===== config.mk =====
export PLATFORM = sky130hd
export DESIGN_NAME = uart_bridge
export DESIGN_NICKNAME = d
export VERILOG_FILES = /design/src/rtl/uart_bridge_pkg.sv /design/src/rtl/uart_bridge_phy.sv /design/src/rtl/uart_bridge.sv
export SDC_FILE = /design/constraint.sdc
export NUM_CORES = 1
export LEC_CHECK = 0
export ABC_AREA = 1
export CELL_PAD_IN_SITES_DETAIL_PLACEMENT = 1
export CELL_PAD_IN_SITES_GLOBAL_PLACEMENT = 1
export CORE_MARGIN = 3
export CORE_UTILIZATION = 37
export CTS_CLUSTER_DIAMETER = 150
export DETAILED_ROUTE_END_ITERATION = 16
export GPL_TIMING_DRIVEN = 0
export PLACE_DENSITY = 0.8
export SETUP_SLACK_MARGIN = 0.4
export SYNTH_ARGS = -nofsm -noshare
export SYNTH_HDL_FRONTEND = slang
export SYNTH_SLANG_ARGS = --single-unit

===== constraint.sdc =====
create_clock -name clk -period 1.9 [get_ports clk]
set_input_delay 0.38 -clock clk [delete_from_list [all_inputs] [get_ports clk]]
set_output_delay 0.38 -clock clk [all_outputs]
set_load 0.05 [all_outputs]

===== src/rtl/uart_bridge_pkg.sv =====
// Shared types and constants for the UART-to-memory bridge:
// parser/engine state encodings, protocol bytes, and the request register bundle.
package uart_bridge_pkg;

    typedef enum logic [2:0] {
        P_IDLE,
        P_ADDR,
        P_DATA,
        P_REQ,
        P_RESP
    } parser_state_t;

    typedef enum logic [1:0] {
        RX_IDLE,
        RX_START,
        RX_DATA,
        RX_STOP
    } rx_state_t;

    typedef enum logic [1:0] {
        TX_IDLE,
        TX_START,
        TX_DATA,
        TX_STOP
    } tx_state_t;

    localparam logic [7:0] CMD_WRITE = 8'h57;
    localparam logic [7:0] CMD_READ  = 8'h52;
    localparam logic [7:0] RSP_ACK   = 8'h06;
    localparam logic [7:0] RSP_NAK   = 8'h15;

    typedef struct packed {
        logic [31:0] addr;
        logic [31:0] wdata;
        logic [3:0]  wstrb;
    } mem_req_t;

endpackage


===== src/rtl/uart_bridge_phy.sv =====
// 8N1 bit engine: 2-flop input synchronizer, centre-sampling receiver and transmitter.
// The last stop-bit cycle counts as idle so a queued byte follows with no gap.
module uart_bridge_phy
    import uart_bridge_pkg::*;
#(
    parameter int CLKS_PER_BIT = 434
) (
    input  logic       clk,
    input  logic       rst,
    input  logic       uart_rx,
    output logic       uart_tx,
    output logic       rx_valid,
    output logic [7:0] rx_data,
    output logic       rx_err,
    input  logic       tx_start,
    input  logic [7:0] tx_data,
    output logic       tx_busy,
    output logic       tx_done
);

    localparam logic [31:0] BIT_LAST  = 32'(CLKS_PER_BIT - 1);
    localparam logic [31:0] HALF_LAST = 32'(CLKS_PER_BIT / 2 - 1);

    logic        rx_meta, rx_sync;
    rx_state_t   rx_state, rx_state_nxt;
    logic [31:0] rx_cnt;
    logic [2:0]  rx_bit;
    logic [7:0]  rx_shift;

    tx_state_t   tx_state, tx_state_nxt;
    logic [31:0] tx_cnt;
    logic [2:0]  tx_bit;
    logic [7:0]  tx_shift;
    logic        tx_accept;

    assign rx_data = rx_shift;

    always_comb begin
        rx_state_nxt = rx_state;
        case (rx_state)
            RX_IDLE:  if (!rx_sync) rx_state_nxt = RX_START;
            RX_START: if (rx_cnt >= HALF_LAST) rx_state_nxt = rx_sync ? RX_IDLE : RX_DATA;
            RX_DATA:  if (rx_cnt >= BIT_LAST && rx_bit == 3'd7) rx_state_nxt = RX_STOP;
            RX_STOP:  if (rx_cnt >= BIT_LAST) rx_state_nxt = RX_IDLE;
            default:  rx_state_nxt = RX_IDLE;
        endcase
    end

    always_ff @(posedge clk) begin
        if (!rst) begin
            rx_meta  <= 1'b1;
            rx_sync  <= 1'b1;
            rx_state <= RX_IDLE;
            rx_cnt   <= '0;
            rx_bit   <= '0;
            rx_shift <= '0;
            rx_valid <= 1'b0;
            rx_err   <= 1'b0;
        end else begin
            rx_meta  <= uart_rx;
            rx_sync  <= rx_meta;
            rx_state <= rx_state_nxt;
            rx_valid <= 1'b0;
            rx_err   <= 1'b0;
            if (rx_state != rx_state_nxt || rx_state == RX_IDLE)
                rx_cnt <= '0;
            else if (rx_cnt >= BIT_LAST)
                rx_cnt <= '0;
            else
                rx_cnt <= rx_cnt + 32'd1;
            if (rx_state == RX_DATA && rx_cnt >= BIT_LAST) begin
                rx_shift <= {rx_sync, rx_shift[7:1]};
                rx_bit   <= rx_bit + 3'd1;
            end
            if (rx_state == RX_STOP && rx_cnt >= BIT_LAST) begin
                rx_valid <= rx_sync;
                rx_err   <= !rx_sync;
            end
        end
    end

    assign tx_done   = (tx_state == TX_STOP) && (tx_cnt >= BIT_LAST);
    assign tx_busy   = (tx_state != TX_IDLE) && !tx_done;
    assign tx_accept = tx_start && !tx_busy;

    always_comb begin
        tx_state_nxt = tx_state;
        case (tx_state)
            TX_IDLE:  if (tx_accept) tx_state_nxt = TX_START;
            TX_START: if (tx_cnt >= BIT_LAST) tx_state_nxt = TX_DATA;
            TX_DATA:  if (tx_cnt >= BIT_LAST && tx_bit == 3'd7) tx_state_nxt = TX_STOP;
            TX_STOP:  if (tx_done) tx_state_nxt = tx_accept ? TX_START : TX_IDLE;
            default:  tx_state_nxt = TX_IDLE;
        endcase
    end

    always_comb begin
        uart_tx = 1'b1;
        case (tx_state)
            TX_START: uart_tx = 1'b0;
            TX_DATA:  uart_tx = tx_shift[0];
            default:  uart_tx = 1'b1;
        endcase
    end

    always_ff @(posedge clk) begin
        if (!rst) begin
            tx_state <= TX_IDLE;
            tx_cnt   <= '0;
            tx_bit   <= '0;
            tx_shift <= '0;
        end else begin
            tx_state <= tx_state_nxt;
            if (tx_state == TX_IDLE || tx_cnt >= BIT_LAST)
                tx_cnt <= '0;
            else
                tx_cnt <= tx_cnt + 32'd1;
            if (tx_accept)
                tx_shift <= tx_data;
            else if (tx_state == TX_DATA && tx_cnt >= BIT_LAST) begin
                tx_shift <= {1'b0, tx_shift[7:1]};
                tx_bit   <= tx_bit + 3'd1;
            end
        end
    end

endmodule


===== src/rtl/uart_bridge.sv =====
// Serial command parser driving a single-outstanding memory request port.
// Frames: 'W' addr[4] data[4] -> ACK, 'R' addr[4] -> data[4]; other bytes -> NAK.
module uart_bridge
    import uart_bridge_pkg::*;
#(
    parameter int CLKS_PER_BIT = 434,
    parameter int TIMEOUT_CLKS = 1000000
) (
    input  logic        clk,
    input  logic        rst,
    input  logic        uart_rx,
    output logic        uart_tx,
    output logic        mem_valid,
    output logic        mem_instr,
    output logic [31:0] mem_addr,
    output logic [31:0] mem_wdata,
    output logic [3:0]  mem_wstrb,
    input  logic [31:0] mem_rdata,
    input  logic        mem_ready
);

    localparam logic [31:0] TO_LAST = 32'(TIMEOUT_CLKS - 1);

    parser_state_t state, state_nxt;
    mem_req_t      req;
    logic          op_write;
    logic [1:0]    byte_cnt;
    logic [2:0]    tx_idx;
    logic [2:0]    n_bytes;
    logic [31:0]   rdata_q;
    logic [31:0]   to_cnt;
    logic          timed_out;
    logic          is_cmd;

    logic          rx_valid, rx_err, tx_start, tx_busy, tx_done;
    logic [7:0]    rx_data, tx_data;

    uart_bridge_phy #(.CLKS_PER_BIT(CLKS_PER_BIT)) u_phy (
        .clk      (clk),
        .rst      (rst),
        .uart_rx  (uart_rx),
        .uart_tx  (uart_tx),
        .rx_valid (rx_valid),
        .rx_data  (rx_data),
        .rx_err   (rx_err),
        .tx_start (tx_start),
        .tx_data  (tx_data),
        .tx_busy  (tx_busy),
        .tx_done  (tx_done)
    );

    assign mem_instr = 1'b0;
    assign mem_addr  = req.addr;
    assign mem_wdata = req.wdata;
    assign mem_wstrb = req.wstrb;

    assign is_cmd    = (rx_data == CMD_WRITE) || (rx_data == CMD_READ);
    assign timed_out = (to_cnt >= TO_LAST);
    assign n_bytes   = op_write ? 3'd1 : 3'd4;

    always_comb begin
        state_nxt = state;
        tx_start  = 1'b0;
        tx_data   = RSP_NAK;
        case (state)
            P_IDLE: begin
                if (rx_valid) begin
                    if (is_cmd) state_nxt = P_ADDR;
                    else        tx_start  = 1'b1;
                end
            end
            P_ADDR: begin
                if (rx_err)
                    state_nxt = P_IDLE;
                else if (rx_valid) begin
                    if (byte_cnt == 2'd3) state_nxt = op_write ? P_DATA : P_REQ;
                end else if (timed_out)
                    state_nxt = P_IDLE;
            end
            P_DATA: begin
                if (rx_err)
                    state_nxt = P_IDLE;
                else if (rx_valid) begin
                    if (byte_cnt == 2'd3) state_nxt = P_REQ;
                end else if (timed_out)
                    state_nxt = P_IDLE;
            end
            P_REQ: begin
                if (mem_valid && mem_ready) state_nxt = P_RESP;
            end
            P_RESP: begin
                tx_data  = op_write ? RSP_ACK : rdata_q[{tx_idx[1:0], 3'b000} +: 8];
                tx_start = !tx_busy && (tx_idx < n_bytes);
                if (tx_done && tx_idx == n_bytes) state_nxt = P_IDLE;
            end
            default: state_nxt = P_IDLE;
        endcase
    end

    always_ff @(posedge clk) begin
        if (!rst) begin
            state     <= P_IDLE;
            req       <= '0;
            op_write  <= 1'b0;
            byte_cnt  <= '0;
            tx_idx    <= '0;
            rdata_q   <= '0;
            to_cnt    <= '0;
            mem_valid <= 1'b0;
        end else begin
            state <= state_nxt;
            if ((state == P_ADDR || state == P_DATA) && !rx_valid)
                to_cnt <= to_cnt + 32'd1;
            else
                to_cnt <= '0;
            case (state)
                P_IDLE: begin
                    if (rx_valid && is_cmd) begin
                        op_write  <= (rx_data == CMD_WRITE);
                        req.addr  <= '0;
                        req.wdata <= '0;
                    end
                end
                P_ADDR: begin
                    if (rx_valid) begin
                        req.addr[{byte_cnt, 3'b000} +: 8] <= rx_data;
                        byte_cnt <= byte_cnt + 2'd1;
                    end
                end
                P_DATA: begin
                    if (rx_valid) begin
                        req.wdata[{byte_cnt, 3'b000} +: 8] <= rx_data;
                        byte_cnt <= byte_cnt + 2'd1;
                    end
                end
                P_REQ: begin
                    // ready is only honoured against our own outstanding request
                    if (mem_valid && mem_ready) begin
                        mem_valid <= 1'b0;
                        req.wstrb <= 4'h0;
                        rdata_q   <= mem_rdata;
                    end else
                        mem_valid <= 1'b1;
                end
                P_RESP: begin
                    if (tx_start) tx_idx <= tx_idx + 3'd1;
                end
                default: ;
            endcase
            if ((state_nxt == P_ADDR || state_nxt == P_DATA) && state_nxt != state)
                byte_cnt <= '0;
            if (state_nxt == P_REQ && state != P_REQ)
                req.wstrb <= op_write ? 4'hF : 4'h0;
            if (state_nxt == P_RESP && state != P_RESP)
                tx_idx <= '0;
        end
    end

endmodule


* Word level (Yosys, flattened, before mapping)
Index checks and enable logic that the tools add are counted.
Word-level totals: register bits 236, bits of input ports 36, logic and storage cells 167
Cells by class: $add $sub $neg 8, order comparisons 5, eq/ne operators 31, shifts and indexed selects 3, mux-type cells 46, bitwise gates (word level) 2, reduce and logical (&&, ||, !) cells 50
Operators with widths (count):
- one-hot mux 32 bit (2 select lines) | 2
- adder 32 x 1 -> 32 bit (second input constant) | 3
- bitwise mux 32 bit | 2
- >= comparator 32 x 9 -> 1 bit (second input constant) | 2
- 2-to-1 mux 32 bit | 2
- 2-to-1 mux 64 bit | 1
- 2-to-1 mux 3 bit | 12
- >= comparator 32 x 20 -> 1 bit (second input constant) | 1
- >= comparator 32 x 8 -> 1 bit (second input constant) | 1
- 2-to-1 mux 8 bit | 4
- variable shift 8 x 7 -> 32 bit (first input constant) | 1
- indexed part select 32 x 6 -> 8 bit | 1
- indexed part select 8 x 7 -> 32 bit | 1
- 2-to-1 mux 2 bit | 9
- equality test 8 x 7 -> 1 bit (second input constant) | 2
- logical AND 1 bit | 16
- 2-to-1 mux 4 bit | 4
- one-hot mux 2 bit (4 select lines) | 2
- AND reduction 2 bit | 8
- one-hot mux 3 bit (5 select lines) | 1
- equality test 3 x 2 -> 1 bit (second input constant) | 4
- equality test 3 bit (second input constant) | 4
- nonzero test 2 bit | 6
- equality test 2 bit (second input constant) | 5
- other kinds (24) | 51

* Longest topological paths before layout
depth in word-level cells 11, gate-level depth with buffers 17

* By module
Synthesis repeated with hierarchy kept, for this count alone.
Second synthesis, totals: cells, all modules 1265, area total of the unflattened synthesis 9784.4 sq um
Modules (own cells, without submodules):
- uart_bridge | times used 1, cells each 867, area each 6274.8 sq um
- uart_bridge_phy | times used 1, cells each 398, area each 3509.6 sq um

* Worst setup path before layout
No wires, ideal clock.
kind reg2out, start point register u_phy.tx_state[0], end point output port uart_tx, arrival time 1.747 ns, path slack -0.227 ns, stages on the path, launching flop included 4, cells stage by stage dfxtp_1 > inv_1 > ha_1 > o21ai_0
Between the ends: word-level cells in the longest chain between the ends 2, elaborated cells on any way between the ends 3, classes of those cells 2 x eq/ne; 1 x mux
RTL lines:
- from (decl) | RTL line uart_bridge_phy.sv:30 | tx_state_t tx_state, tx_state_nxt;
- from (signal assigned) | RTL line uart_bridge_phy.sv:113 | tx_state <= tx_state_nxt;
- equality test 2 bit or equality test 2 x 1 -> 1 bit (tied branches) | RTL line uart_bridge_phy.sv:99 | case (tx_state)
- one-hot mux 1 bit (2 select lines) * | RTL line uart_bridge_phy.sv:99
- to (decl) | RTL line uart_bridge.sv:12 | output logic uart_tx,
Mark *: on every way between the ends. The rest lies on a longest branch, timed or not.

* Final worst setup path
start point register u_phy.tx_cnt[1], end point register u_phy.tx_shift[4]
Between the ends: word-level cells in the longest chain between the ends 9, elaborated cells on any way between the ends 11, classes of those cells 1 x order compare; 2 x mux; 8 x reduce/logical
RTL lines:
- from (decl) | RTL line uart_bridge_phy.sv:31 | logic [31:0] tx_cnt;
- from (signal assigned) | RTL line uart_bridge_phy.sv:117 | tx_cnt <= tx_cnt + 32'd1;
- >= comparator 32 x 9 -> 1 bit * | RTL line uart_bridge_phy.sv:82, uart_bridge_phy.sv:120
- logical AND 1 bit | RTL line uart_bridge_phy.sv:82 | assign tx_done = (tx_state == TX_STOP) && (tx_cnt >= BIT_LAST);
- logical NOT 1 bit | RTL line uart_bridge_phy.sv:83 | assign tx_busy = (tx_state != TX_IDLE) && !tx_done;
- logical AND 1 bit | RTL line uart_bridge_phy.sv:83
- logical NOT 1 bit | RTL line uart_bridge_phy.sv:84, uart_bridge.sv:93
- logical AND 1 bit | RTL line uart_bridge.sv:93 | tx_start = !tx_busy && (tx_idx < n_bytes);
- one-hot mux 1 bit (2 select lines) | RTL line uart_bridge.sv:65 | case (state)
- logical AND 1 bit | RTL line uart_bridge_phy.sv:84 | assign tx_accept = tx_start && !tx_busy;
- 2-to-1 mux 8 bit or nonzero test 2 bit (tied branches)
- to (signal assigned) | RTL line uart_bridge_phy.sv:119 | tx_shift <= tx_data;
- to (signal assigned) | RTL line uart_bridge_phy.sv:121 | tx_shift <= {1'b0, tx_shift[7:1]};
- to (decl) | RTL line uart_bridge_phy.sv:33 | logic [7:0] tx_shift;
Marks and branches as above. A chain may end at the register's enable or synchronous reset.

==> impl_metrics.env <==
export IMPL_tightest_slew_ns=1.126
export IMPL_swShare_pct=25.81
export IMPL_maxCapViolations=0
export IMPL_worstSetupPathType="flip-flop to flip-flop"
export IMPL_min_to="u_phy.rx_sync"
export IMPL_setup_tns_ns=-9.914
export IMPL_dr_pass1_iters=5
export IMPL_grt_pass1_vias=11450
export IMPL_syn_to_final_growth_pct=71.18
export IMPL_synth_area_leaders="dfxtp_1, nor2_1, nand2_1, a21oi_1, nand3_1"
export IMPL_cts_tree="done"
export IMPL_port_buffers=105
export IMPL_drive_gt1_share_pct=51.25
export IMPL_worstHoldStart="u_phy.rx_meta"
export IMPL_power_density_mw_per_mm2=680.9
export IMPL_synth_seq_cells=233
export IMPL_yosysWarnings=0
export IMPL_vias=11190
export IMPL_required_ns=2.33
export IMPL_grt_pass1_wl_microns=62380
export IMPL_hold_buffers=0
export IMPL_avgViaCountPerCell=5.786
export IMPL_dieArea_sq_mm=0.02796
export IMPL_layout_min_cycle_time_ns=2.278
export IMPL_arrival_ns=2.71
export IMPL_drt_wl_total_microns=51610
export IMPL_cts_buffers=26
export IMPL_grt_max_degree=13
export IMPL_critPathLaunchType="flip-flop"
export IMPL_fillers=2761
export IMPL_clock_sinks=233
export IMPL_rsz0062_at_grt="true"
export IMPL_synthArstFlopShare_pct=0
export IMPL_total_power_w=0.01121
export IMPL_cp_end_kind="flip-flop"
export IMPL_fin_crit_sh_pct=119.9
export IMPL_r2r_end="u_phy.tx_shift[4]"
export IMPL_slew_headroom_pct=24.91
export IMPL_netlist_area_leader_share_pct=48.50
export IMPL_drtIter0Drc=984
export IMPL_final_nets=1643
export IMPL_status="finished with violations"
export IMPL_antennaDiodeCount=0
export IMPL_drc=0
export IMPL_antenna_found_initial=0
export IMPL_dp_slack_ns=-0.5901
export IMPL_place_hpwl_microns=19900
export IMPL_final_hold_viol_count=0
export IMPL_antenna_left=0
export IMPL_static_leakage_power_nw=6.382
export IMPL_yosysUniqueCellTypes=51
export IMPL_cts_clk_slew_worst_paths_ns=0.07
export IMPL_worstReg2RegStart="u_phy.tx_cnt[1]"
export IMPL_synth_edff_count=0
export IMPL_cts_buffer_depth=3
export IMPL_finClkSkew_ns=0.03207
export IMPL_p_clk_share_pct=47.2
export IMPL_cts_root_buf="clkbuf_16"
export IMPL_track_usage_pct=27.47
export IMPL_syn_cell_area_sq_mm=0.009617
export IMPL_min_path_cells=1
export IMPL_worstSkewPairLatency_ns=0.56
export IMPL_syn_area_per_cell_sq_um=7.700
export IMPL_intPower_w=0.008316
export IMPL_setup_violations=104
export IMPL_ys_seq_area_share_pct=48.50
export IMPL_slew_violations=0
export IMPL_netlist_instances=1249
export IMPL_htreeDepth=1
export IMPL_start_util_pct=37.97
export IMPL_p_comb_share_pct=7.9
export IMPL_io_pins=107
export IMPL_cp_max_fo=7
export IMPL_violations="setup timing"
export IMPL_grt_ovfl_total=0
export IMPL_finish_utilization_pct=65.00
export IMPL_p_seq_share_pct=44.9
export IMPL_wire_per_inst_microns=26.68
export IMPL_ir_drop_uv=598.8
export IMPL_core_area_sq_mm=0.02533
export IMPL_p_switching_w=0.002893
export IMPL_synth_main_ff_cell="dfxtp_1"
export IMPL_hold_class="flip-flop to flip-flop"
export IMPL_die_w_microns=167.2
export IMPL_place_congestion=0.8175
export IMPL_rows=58
export IMPL_yosys_area_top_type="dfxtp_1"
export IMPL_fmax_mhz=439.0
export IMPL_reg2regPathDepth=17
export IMPL_fp_dieH_microns=167.2
export IMPL_postLayoutSetupSlackWorst_ns=-0.3778
export IMPL_r2r_slack_ns=-0.38
## how the worst max path moves through the flow
stage	start	cells past startpoint	to	slack, ns
finish	u_phy.tx_cnt[1]	17	u_phy.tx_shift[4]	-0.38
global route	u_phy.tx_cnt[1]	17	u_phy.tx_shift[4]	-0.43
CTS	u_phy.tx_state[1]	4	uart_tx	-0.02
detailed placement	rst	5	mem_addr[17]	-0.59
global placement	rst	5	u_phy.rx_state[0]	-0.55
floorplan	u_phy.tx_cnt[1]	15	u_phy.tx_bit[0]	0.24
## stage by stage
stage	std cells	hold WS, ns	cell area [sq um]
2_1_floorplan	1295	0.3925	10100
3_3_place_gp	1730	0.3949	11570
3_5_place_dp	1730	0.4284	11570
4_1_cts	1870	0.4210	14400
5_1_grt	1934	0.4455	16460
6_report	1934	0.4150	16460
## logic make-up after synthesis
| family | count (synthesis) | share of synthesized area, % |
|---|---|---|
| AO/OA/AOI/OAI | 202 | 11.79 |
| XOR/XNOR | 20 | 1.822 |
| adder cells (fa/ha/maj) | 23 | 2.992 |
| buffers and inverters | 159 | 6.622 |
| flip-flops | 233 | 48.50 |
| other | 1 | 0.03899 |
| AND/OR/NAND/NOR | 611 | 28.23 |
## synthesized netlist by cell type, drive strengths merged, types with 13 or more instances
cell type,instances
o21ai,81
nor3,32
a22oi,23
inv,112
nor2,256
dfxtp,233
a21oi,83
buf,13
nand2,210
clkbuf,29
ha,23
nand3,84
nand4,15
## layout by cell type, fill, tap and decap left out, types with 41 or more instances in the layout
cell	count
buf_6	97
nand3_1	41
nor2_1	169
buf_4	111
nand2_2	58
dfxtp_1	163
dfxtp_2	53
conb_1	47
a21oi_2	66
nor2_4	52
inv_1	66
nand2_1	111
## critical path: stages, from the launching register on
cell	delay, ns
dfxtp_2	0.33
inv_2	0.06
ha_4	0.15
inv_2	0.07
nand3_2	0.11
nand3_2	0.08
nand2_1	0.06
nand2_1	0.08
nand4_1	0.22
nand2_2	0.21
nand2_4	0.09
nand2_8	0.12
buf_12	0.16
inv_12	0.06
nand2_4	0.07
nand3_2	0.08
nand2_1	0.12
inv_1	0.09
## what timing repair did
item	CTS	global route
pin swaps	108	136
gates resized for setup	764	453
endpoints found under the setup margin	255	233
cloned	11	5
setup buffers	81	59
## flip-flops by register name, indices dropped and copies added (netlist names), 8 cells and up
name / flops
u_phy.rx_cnt: 32
u_phy.rx_data: 8
mem_addr: 32
u_phy.tx_cnt: 32
mem_wdata: 32
u_phy.tx_shift: 8
rdata_q: 32
to_cnt: 32
## per-layer routing
metal,global-route usage (%),routed length [microns],vias up
met4,14.48,3688,0
met5,0,0,-
met3,3.942,3067,273
li1,-,-,4701
met2,51.62,25900,631
met1,29.75,18950,5585
## power groups by stage
| stage | logic, W | clock network [W] | registers [W] |
|---|---|---|---|
| global route | 0.000926 | 0.00548 | 0.00504 |
| floorplan | 0.000298 | 0 | 0.00510 |
| global placement | 0.000470 | 0 | 0.00511 |
| finish | 0.000886 | 0.00529 | 0.00503 |
| CTS | 0.000660 | 0.00514 | 0.00501 |
| detailed placement | 0.000491 | 0 | 0.00512 |
## area by class of cell
cell class | count | area [sq um] | area share [%]
multi-input combinational | 906 | 6696 | 40.68
sequential | 233 | 4795 | 29.13
timing repair buffer | 258 | 2649 | 16.09
clock buffer | 41 | 798.3 | 4.849
inverter | 117 | 593.1 | 3.603
buffer | 42 | 457.9 | 2.782
tap | 330 | 412.9 | 2.508
clock inverter | 7 | 60.06 | 0.3648
No activity file was read; power rests on OpenSTA's default activity.
